## src/rtl/mixer_nch.sv

```systemverilog
// mixer_nch: N-channel stereo mixer for the DAC path.
// On each L/R request from the DAC driver it pops one sample per channel,
// scales each by its per-side volume (Q.8), sums them and returns the
// saturated result with a one-cycle ack and sticky per-side clip flags.
module mixer_nch #(
    parameter int NUM_CH      = 4,
    parameter int NUM_CH_LOG2 = 2,
    parameter int DATA_W      = 24,
    parameter int VOL_W       = 16
) (
    input  logic                         clk,
    input  logic                         rst,
    output logic [NUM_CH*2-1:0]          pop_o,
    input  logic [NUM_CH*DATA_W-1:0]     data_i,
    input  logic [NUM_CH*2*VOL_W-1:0]    vol_i,
    input  logic [NUM_CH-1:0]            ch_en_i,
    input  logic [1:0]                   pop_i,
    output logic signed [DATA_W-1:0]     data_o,
    output logic [1:0]                   ack_o,
    output logic [1:0]                   clip_o,
    input  logic                         clip_clr_i
);

    localparam int PROD_W = DATA_W + VOL_W + 1;
    localparam int ACC_W  = PROD_W + NUM_CH_LOG2;
    localparam int RES_W  = ACC_W - 8;

    localparam logic [NUM_CH_LOG2-1:0] SLOT_ONE   = NUM_CH_LOG2'(1);
    localparam logic [NUM_CH_LOG2-1:0] LAST_SLOT  = NUM_CH_LOG2'(NUM_CH - 1);
    // Two drain cycles cover the product and accumulate registers.
    localparam logic [NUM_CH_LOG2-1:0] DRAIN_LAST = NUM_CH_LOG2'(1);

    localparam logic signed [RES_W-1:0] RES_MAX =
        {{(RES_W-DATA_W+1){1'b0}}, {(DATA_W-1){1'b1}}};
    localparam logic signed [RES_W-1:0] RES_MIN = ~RES_MAX;

    typedef enum logic [1:0] {
        S_IDLE  = 2'd0,
        S_ISSUE = 2'd1,
        S_DRAIN = 2'd2,
        S_OUT   = 2'd3
    } state_t;

    // Drop the 8 fractional volume bits; arithmetic shift floors toward -inf.
    function automatic logic signed [RES_W-1:0] scale_down(input logic signed [ACC_W-1:0] acc);
        return RES_W'(acc >>> 8);
    endfunction

    function automatic logic is_clip(input logic signed [RES_W-1:0] res);
        return (res > RES_MAX) || (res < RES_MIN);
    endfunction

    function automatic logic signed [DATA_W-1:0] saturate(input logic signed [RES_W-1:0] res);
        if (res > RES_MAX) begin
            return RES_MAX[DATA_W-1:0];
        end else if (res < RES_MIN) begin
            return RES_MIN[DATA_W-1:0];
        end else begin
            return res[DATA_W-1:0];
        end
    endfunction

    // Sequencer / output state
    state_t                    state_q, state_d;
    logic [NUM_CH_LOG2-1:0]    slot_q, slot_d;
    logic                      side_q, side_d;
    logic [1:0]                pend_q, pend_d;
    logic [NUM_CH*2-1:0]       pop_q, pop_d;
    logic [1:0]                ack_q, ack_d;
    logic signed [DATA_W-1:0]  data_q, data_d;
    logic [1:0]                clip_q, clip_d;
    logic                      issue_go;
    logic [NUM_CH_LOG2-1:0]    issue_ch;
    logic signed [RES_W-1:0]   res;

    // Pipeline state
    logic                      vld_p0_q, vld_p0_d;
    logic                      en_p0_q, en_p0_d;
    logic                      first_p0_q, first_p0_d;
    logic [NUM_CH_LOG2-1:0]    ch_p0_q, ch_p0_d;
    logic                      vld_p1_q, vld_p1_d;
    logic                      first_p1_q, first_p1_d;
    logic signed [PROD_W-1:0]  prod_p1_q, prod_p1_d;
    logic signed [ACC_W-1:0]   acc_p2_q, acc_p2_d;
    logic signed [DATA_W-1:0]  smp_s;
    logic [VOL_W-1:0]          vol_u;
    logic signed [VOL_W:0]     vol_s;

    // Request capture, slot sequencing and output registration.
    always_comb begin
        state_d  = state_q;
        slot_d   = slot_q;
        side_d   = side_q;
        pend_d   = pend_q | pop_i;
        pop_d    = '0;
        ack_d    = '0;
        data_d   = data_q;
        clip_d   = clip_q;
        issue_go = 1'b0;
        issue_ch = '0;
        res      = scale_down(acc_p2_q);
        if (clip_clr_i) begin
            clip_d = '0;
        end
        unique case (state_q)
            S_IDLE: begin
                if (|pend_d) begin
                    side_d   = ~pend_d[0];
                    state_d  = S_ISSUE;
                    slot_d   = '0;
                    issue_go = 1'b1;
                    issue_ch = '0;
                end
            end
            S_ISSUE: begin
                if (slot_q == LAST_SLOT) begin
                    state_d = S_DRAIN;
                    slot_d  = '0;
                end else begin
                    slot_d   = slot_q + SLOT_ONE;
                    issue_go = 1'b1;
                    issue_ch = slot_q + SLOT_ONE;
                end
            end
            S_DRAIN: begin
                if (slot_q == DRAIN_LAST) begin
                    state_d = S_OUT;
                end else begin
                    slot_d = slot_q + SLOT_ONE;
                end
            end
            S_OUT: begin
                data_d         = saturate(res);
                ack_d[side_q]  = 1'b1;
                if (is_clip(res)) begin
                    clip_d[side_q] = 1'b1;
                end
                // The active side stays pending until here, so repeats are dropped.
                pend_d[side_q] = 1'b0;
                state_d        = S_IDLE;
            end
            default: state_d = S_IDLE;
        endcase
        for (int c = 0; c < NUM_CH; c++) begin
            pop_d[2*c]   = issue_go && ch_en_i[c] && (issue_ch == NUM_CH_LOG2'(c)) && !side_d;
            pop_d[2*c+1] = issue_go && ch_en_i[c] && (issue_ch == NUM_CH_LOG2'(c)) &&  side_d;
        end
    end

    // Slot tag travels with the sample; the enable is taken from the pop actually issued.
    always_comb begin
        vld_p0_d   = (state_q == S_ISSUE);
        first_p0_d = (slot_q == '0);
        ch_p0_d    = slot_q;
        en_p0_d    = 1'b0;
        for (int c = 0; c < NUM_CH; c++) begin
            if (slot_q == NUM_CH_LOG2'(c)) begin
                en_p0_d = side_q ? pop_q[2*c+1] : pop_q[2*c];
            end
        end
    end

    // Product and accumulate datapath.
    always_comb begin
        smp_s      = data_i[int'(ch_p0_q)*DATA_W +: DATA_W];
        vol_u      = vol_i[(2*int'(ch_p0_q) + int'(side_q))*VOL_W +: VOL_W];
        vol_s      = {1'b0, vol_u};
        vld_p1_d   = vld_p0_q;
        first_p1_d = first_p0_q;
        if (en_p0_q) begin
            prod_p1_d = PROD_W'(smp_s) * PROD_W'(vol_s);
        end else begin
            prod_p1_d = '0;
        end
        acc_p2_d = acc_p2_q;
        if (vld_p1_q) begin
            if (first_p1_q) begin
                acc_p2_d = ACC_W'(prod_p1_q);
            end else begin
                acc_p2_d = acc_p2_q + ACC_W'(prod_p1_q);
            end
        end
    end

    // Control and output registers with synchronous reset.
    always_ff @(posedge clk) begin
        if (rst) begin
            state_q  <= S_IDLE;
            slot_q   <= '0;
            side_q   <= 1'b0;
            pend_q   <= '0;
            pop_q    <= '0;
            ack_q    <= '0;
            data_q   <= '0;
            clip_q   <= '0;
            vld_p0_q <= 1'b0;
            vld_p1_q <= 1'b0;
            acc_p2_q <= '0;
        end else begin
            state_q  <= state_d;
            slot_q   <= slot_d;
            side_q   <= side_d;
            pend_q   <= pend_d;
            pop_q    <= pop_d;
            ack_q    <= ack_d;
            data_q   <= data_d;
            clip_q   <= clip_d;
            vld_p0_q <= vld_p0_d;
            vld_p1_q <= vld_p1_d;
            acc_p2_q <= acc_p2_d;
        end
    end

    // Pipeline payload registers; qualified by the valid bits above.
    always_ff @(posedge clk) begin
        // stage p0: slot tag aligned with returning sample
        en_p0_q    <= en_p0_d;
        first_p0_q <= first_p0_d;
        ch_p0_q    <= ch_p0_d;
        // stage p1: scaled product
        first_p1_q <= first_p1_d;
        prod_p1_q  <= prod_p1_d;
    end

    assign pop_o  = pop_q;
    assign ack_o  = ack_q;
    assign data_o = data_q;
    assign clip_o = clip_q;

endmodule

```

## config.mk

```make
export PLATFORM = sky130hd
export DESIGN_NAME = mixer_nch
export DESIGN_NICKNAME = d
export VERILOG_FILES = /design/src/rtl/mixer_nch.sv
export SDC_FILE = /design/constraint.sdc
export NUM_CORES = 1
export LEC_CHECK = 0
export CORE_AREA = 10 10 215 217
export CTS_CLUSTER_SIZE = 8
export DETAILED_ROUTE_END_ITERATION = 6
export DIE_AREA = 0 0 225 227
export GPL_TIMING_DRIVEN = 0
export PLACE_DENSITY = 0.78
export SLEW_MARGIN = 20
export SYNTH_ARGS = -nofsm -noshare
export SYNTH_HDL_FRONTEND = slang
export SYNTH_SLANG_ARGS = --single-unit
```

## constraint.sdc

```tcl
create_clock -name clk -period 19.2 [get_ports clk]
set_clock_uncertainty 0.1 [all_clocks]
set_input_delay 1.92 -clock clk [delete_from_list [all_inputs] [get_ports clk]]
set_output_delay 1.92 -clock clk [all_outputs]
set_load 0.005 [all_outputs]
```

==> results of run 1 <==
## cell usage in the layout (no fill, tap or decap), drive strengths merged, types with 51 or more instances in the layout
cell	count
o21ai	71
nand2	322
inv	482
ha	152
clkdlybuf4s50	267
mux4	51
clkbuf	126
a21oi	103
nor2	153
dfxtp	134
nor2b	109
fa	378
## worst reg2reg max path, stage by stage, from the launching register on
cell and delay (ps):
dfxtp_1 550, clkbuf_1 440, clkbuf_1 700, buf_1 590, mux2_2 450, clkbuf_1 590, nand2_1 160, fa_1 490
fa_1 580, fa_1 450, fa_1 550, inv_1 50, fa_1 480, inv_1 50, fa_1 540, inv_1 60
ha_1 350, a21o_1 190, a21o_1 180, a211o_1 330, o2111ai_1 390, a211oi_1 220, o221ai_2 230, o21ai_1 130
and2_1 180, o41ai_2 250, mux2i_1 240
## flip-flops by register name, summed over array words and instances, names as in the netlist
register / flops
acc_p2_q: 43
prod_p1_q: 41
data_o: 24
pop_o: 8
ack_o: 2
ch_p0_d: 2
ch_p0_q: 2
clip_o: 2
pend_q: 2
state_q: 2
en_p0_q: 1
first_p0_q: 1
first_p1_q: 1
side_q: 1
vld_p0_q: 1
vld_p1_q: 1
## through the flow
| stage | cells | utilization | area (um^2) | hold WS [ps] | setup slack [ps] |
|---|---|---|---|---|---|
| 4_1_cts | 3389 | 0.638 | 26600 | 245 | 9180 |
| 5_1_grt | 3390 | 0.638 | 26600 | 248 | 8900 |
| 6_report | 3390 | 0.638 | 26600 | 246 | 9050 |
| 3_3_place_gp | 3357 | 0.624 | 26100 | 216 | 8790 |
| 2_1_floorplan | 2551 | - | 22700 | 210 | 10470 |
| 3_5_place_dp | 3357 | 0.624 | 26100 | 215 | 8740 |
## layout make-up
class / instances / area (um^2) / area share
buffer: 126 / 566 / 0.0212
tap: 539 / 674 / 0.0253
clock inverter: 12 / 104 / 0.00390
sequential: 134 / 2680 / 0.101
inverter: 483 / 1810 / 0.0681
antenna: 1 / 2.50 / 0.0000939
clock buffer: 20 / 457 / 0.0171
multi-input combinational: 1808 / 17700 / 0.663
timing repair buffer: 267 / 2670 / 0.100
## Yosys cell counts, types with 9 or more instances
cell type  instances
o21a_1            13
mux2_2            19
o211ai_1          43
and2_1            36
nand4_1           14
dfxtp_1          134
nor2b_1          109
nor3b_1            9
xnor2_1           37
nand2_1          322
clkbuf_1         102
ha_1             152
mux4_2            51
a21o_1            47
xor2_1            29
a31oi_1           15
inv_1            481
nor2_1           153
fa_1             378
mux2i_1           31
a211oi_1          20
nand2b_1          33
nand3_1           12
a21oi_1          103
o21ai_0           62
nor3_1            23
## worst paths after layout
check                             end  slack (ps)  cells after the start
max reg2reg  prod_p1_q[37]$_SDFF_PN0_        9590                     26
max          prod_p1_q[37]$_SDFF_PN0_        9050                     26
min reg2reg        first_p1_q$_DFF_P_         250                      0
min                first_p1_q$_DFF_P_         250                      0
## logic make-up after synthesis
logic type,count (synthesis),synth area share
AND/OR/NAND/NOR,739,0.152
buffers and inverters,609,0.105
adder cells (fa/ha/maj),530,0.417
AO/OA/AOI/OAI,371,0.109
flip-flops,134,0.118
multiplexers,102,0.0741
XOR/XNOR,66,0.0254
## per-layer routing
metal / vias to the layer above / part of all wire / routed length, um / GRT usage
li1: 8671 / - / - / -
met1: 9324 / 0.37 / 27400 / 0.332
met2: 893 / 0.50 / 36400 / 0.519
met3: 159 / 0.084 / 6160 / 0.0596
met4: 0 / 0.049 / 3570 / 0.137
met5: - / 0 / 0 / 0
==> results.sh, run 1 <==
export IMPL_cts_root_buf="clkbuf_16"
export IMPL_synthArstFlopShare=0
export IMPL_fill_cells=3500
export IMPL_drv_slew=0
export IMPL_clkLatencyLatePin_ps=430
export IMPL_synth_cells=2551
export IMPL_synth_distinct_cells=79
export IMPL_postCtsSetupBuffers=0
export IMPL_placementRows=75
export IMPL_worstPathArrival_ps=10400
export IMPL_crit_path_start_kind="input pin"
export IMPL_grt_pass1_wl_um=114000
export IMPL_grt_max_degree=17
export IMPL_ys_seq_elements=134
export IMPL_htree_num_levels=4
export IMPL_dpl_hpwl_um=62900
export IMPL_grtUsageTotal=0.292
export IMPL_wl_um=73600
export IMPL_layout_drive_gt1_share=0.0502
export IMPL_via_count=19047
export IMPL_synth_top_area_frac=0.333
export IMPL_dieArea_um2=51100
export IMPL_fin_nets=3600
export IMPL_critPathLaunch="vol_i[103]"
export IMPL_crit_required_ps=19450
export IMPL_rsz0062_at_grt="false"
export IMPL_grt_overflow_total=0
export IMPL_yosysTopAreaCell="fa_1"
export IMPL_end_kind="flip-flop"
export IMPL_ctsHoldBuffers=0
export IMPL_clock_sinks=134
export IMPL_routedWlPerCell_um=21.7
export IMPL_first_global_vias=20340
export IMPL_cp_max_fo=10
export IMPL_ys_seq_area_frac=0.118
export IMPL_coreArea_um2=41800
export IMPL_ys_warn_count=0
export IMPL_post_route_period_util=0.529
export IMPL_critPathBufInv=6
export IMPL_synth_ff_type="dfxtp_1"
export IMPL_cts_made_buffers=17
export IMPL_final_setup_tns_ps=0
export IMPL_io_pins=269
export IMPL_antenna_left=0
export IMPL_synth_edf_count=0
export IMPL_syn_area_um2=22700
export IMPL_timing_fmax_mhz=98.5
export IMPL_cp_slowest_cell="mux2i_1"
export IMPL_status="completed"
export IMPL_postCtsResizedCells=0
export IMPL_cts_tree="yes"
export IMPL_dr_pass1_iters=5
export IMPL_setup_viol=0
export IMPL_drv_cap=0
export IMPL_hold_viol_final=0
export IMPL_worst_setup_path_type="input pin to flip-flop"
export IMPL_layout_area_overhead_vs_synth_pct=17.2
export IMPL_cpMostUsedCell="fa_1"
export IMPL_tightest_slew_ps=1070
export IMPL_cp_top_family="adder cells"
export IMPL_hp_start="first_p0_q$_DFF_P_"
export IMPL_slowest_delay_ps=780
export IMPL_clk_pin_slew_ps=60
export IMPL_syn_num_nets=3314
export IMPL_hold_class="flip-flop to flip-flop"
export IMPL_cts_buffer_depth=2
export IMPL_maxSlewHeadroom=0.290
export IMPL_initial_utilization=0.544
export IMPL_syn_avg_cell_area_um2=8.91
export IMPL_gp_congestion=0.978
export IMPL_antenna_found_initial=1
export IMPL_drc_errors=0
export IMPL_die_x_um=225
export IMPL_via_per_inst=5.62
export IMPL_io_buffers=267
export IMPL_drt_iter0_drc=1431
export IMPL_synth_area_leaders="fa_1 (33%), dfxtp_1 (12%), ha_1 (8.4%)"
export IMPL_die_h_um=227
export IMPL_finalCriticalPeriod_ps=10150
export IMPL_reg2reg_from="ch_p0_q[1]$_DFF_P_"
Power of run 1 is left out: the tool's default activity adds up to more than one toggle a clock period on the data nets, which glitch-free logic cannot reach.
==> run 2, diff against run 1 <==
==> constraint.sdc (replaced) <==
create_clock -name clk -period 9.55 [get_ports clk]
set_clock_uncertainty 0.1 [all_clocks]
set_input_delay 0.955 -clock clk [delete_from_list [all_inputs] [get_ports clk]]
set_output_delay 0.955 -clock clk [all_outputs]
set_load 0.005 [all_outputs]
==> results.sh, run 2 (synthesis results as in run 1) <==
export IMPL_status="completed"
export IMPL_coreArea_um2=41800
export IMPL_tightest_slew_ps=1040
export IMPL_clk_pin_slew_ps=60
export IMPL_layout_area_overhead_vs_synth_pct=17.2
export IMPL_routedWlPerCell_um=21.7
export IMPL_setup_viol=0
export IMPL_fill_cells=3498
export IMPL_stdcell_count=3390
export IMPL_worst_setup_path_type="flip-flop to flip-flop"
export IMPL_die_h_um=227
export IMPL_initial_utilization=0.544
export IMPL_cp_top_family="adder cells"
export IMPL_cpMostUsedCell="fa_1"
export IMPL_die_x_um=225
export IMPL_crit_required_ps=9800
export IMPL_regMostFlops="acc_p2_q"
export IMPL_grtUsageTotal=0.292
export IMPL_cts_tree="yes"
export IMPL_antenna_found_initial=1
export IMPL_layout_drive_gt1_share=0.0519
export IMPL_maxSlewHeadroom=0.308
export IMPL_first_global_vias=20339
export IMPL_cts_made_buffers=17
export IMPL_dieArea_um2=51100
export IMPL_post_route_period_util=0.965
export IMPL_io_pins=269
export IMPL_cp_slowest_cell="clkbuf_1"
export IMPL_layout_cells_most_common_list="inv_1 (481), fa_1 (378), nand2_1 (322)"
export IMPL_ctsHoldBuffers=0
export IMPL_fin_nets=3600
export IMPL_final_common_cell="inv_1"
export IMPL_dpl_hpwl_um=62900
export IMPL_via_per_inst=5.61
export IMPL_largest_reg_flops=43
export IMPL_grt_pass1_wl_um=114000
export IMPL_dp_cells=3357
export IMPL_htree_num_levels=4
export IMPL_clock_sinks=134
export IMPL_drt_iter0_drc=1393
export IMPL_drc_errors=0
export IMPL_crit_path_start_kind="flip-flop"
export IMPL_rsz0062_at_grt="false"
export IMPL_antenna_left=0
export IMPL_cts_buffer_depth=2
export IMPL_drv_slew=0
export IMPL_grt_overflow_total=0
export IMPL_io_buffers=267
export IMPL_placementRows=75
export IMPL_hold_class="flip-flop to flip-flop"
export IMPL_worstPathArrival_ps=9470
export IMPL_finalCriticalPeriod_ps=9220
export IMPL_cts_root_buf="clkbuf_16"
export IMPL_grt_max_degree=17
export IMPL_clkLatencyLatePin_ps=430
export IMPL_wl_um=73600
export IMPL_gp_congestion=0.978
export IMPL_via_count=19020
export IMPL_slowest_delay_ps=720
export IMPL_end_kind="flip-flop"
export IMPL_drv_cap=0
export IMPL_hold_viol_final=0
export IMPL_dr_pass1_iters=7
export IMPL_critPathBufInv=7
export IMPL_cp_max_fo=10
export IMPL_timing_fmax_mhz=108
run 2: changes by cell type in the layout (fill, tap and decap cells not counted):
cell,change
buf_1,-1
mux2i_1,-1
mux2i_2,+1
clkbuf_2,+4
clkbuf_1,-3
run 2: area by class of cell:
cell class / count / area [um^2] / area share
timing repair buffer: 267 / 2670 / 0.100
buffer: 126 / 571 / 0.0214
sequential: 134 / 2680 / 0.101
clock buffer: 20 / 457 / 0.0171
multi-input combinational: 1808 / 17700 / 0.663
clock inverter: 12 / 104 / 0.00390
inverter: 483 / 1810 / 0.0680
tap: 539 / 674 / 0.0253
antenna: 1 / 2.50 / 0.0000939
run 2: repair_timing:
item                                    4_1_cts  5_1_grt
resized for setup                             1        6
buffers inserted                              0        0
endpoints found under the setup margin        2        4
run 2: routing by layer:
metal	vias up	global-route usage	routed length, um
met3	164	0.0596	5990
met4	0	0.137	3650
li1	8664	-	-
met1	9323	0.332	27500
met5	-	0	0
met2	869	0.519	36400
run 2: worst paths after layout:
| check | from | to | slack [ps] | cells past startpoint |
|---|---|---|---|---|
| max | side_q$_SDFF_PP0_ | prod_p1_q[37]$_SDFF_PN0_ | 330 | 27 |
| min | first_p0_q$_DFF_P_ | first_p1_q$_DFF_P_ | 250 | 0 |
| max reg2reg | side_q$_SDFF_PP0_ | prod_p1_q[37]$_SDFF_PN0_ | 330 | 27 |
| min reg2reg | first_p0_q$_DFF_P_ | first_p1_q$_DFF_P_ | 250 | 0 |
run 2: stage by stage:
stage / setup slack (ps) / utilization / instance area, um^2 / setup TNS, ps / hold WS [ps]
4_1_cts: 193 / 0.638 / 26600 / 0 / 245
5_1_grt: 7.08 / 0.638 / 26600 / 0 / 248
2_1_floorplan: 1760 / - / 22700 / 0 / 210
3_5_place_dp: -29.7 / 0.624 / 26100 / -35.6 / 215
6_report: 330 / 0.638 / 26600 / 0 / 245
3_3_place_gp: 93.2 / 0.624 / 26100 / 0 / 216
Power of run 2 is left out for the same reason.
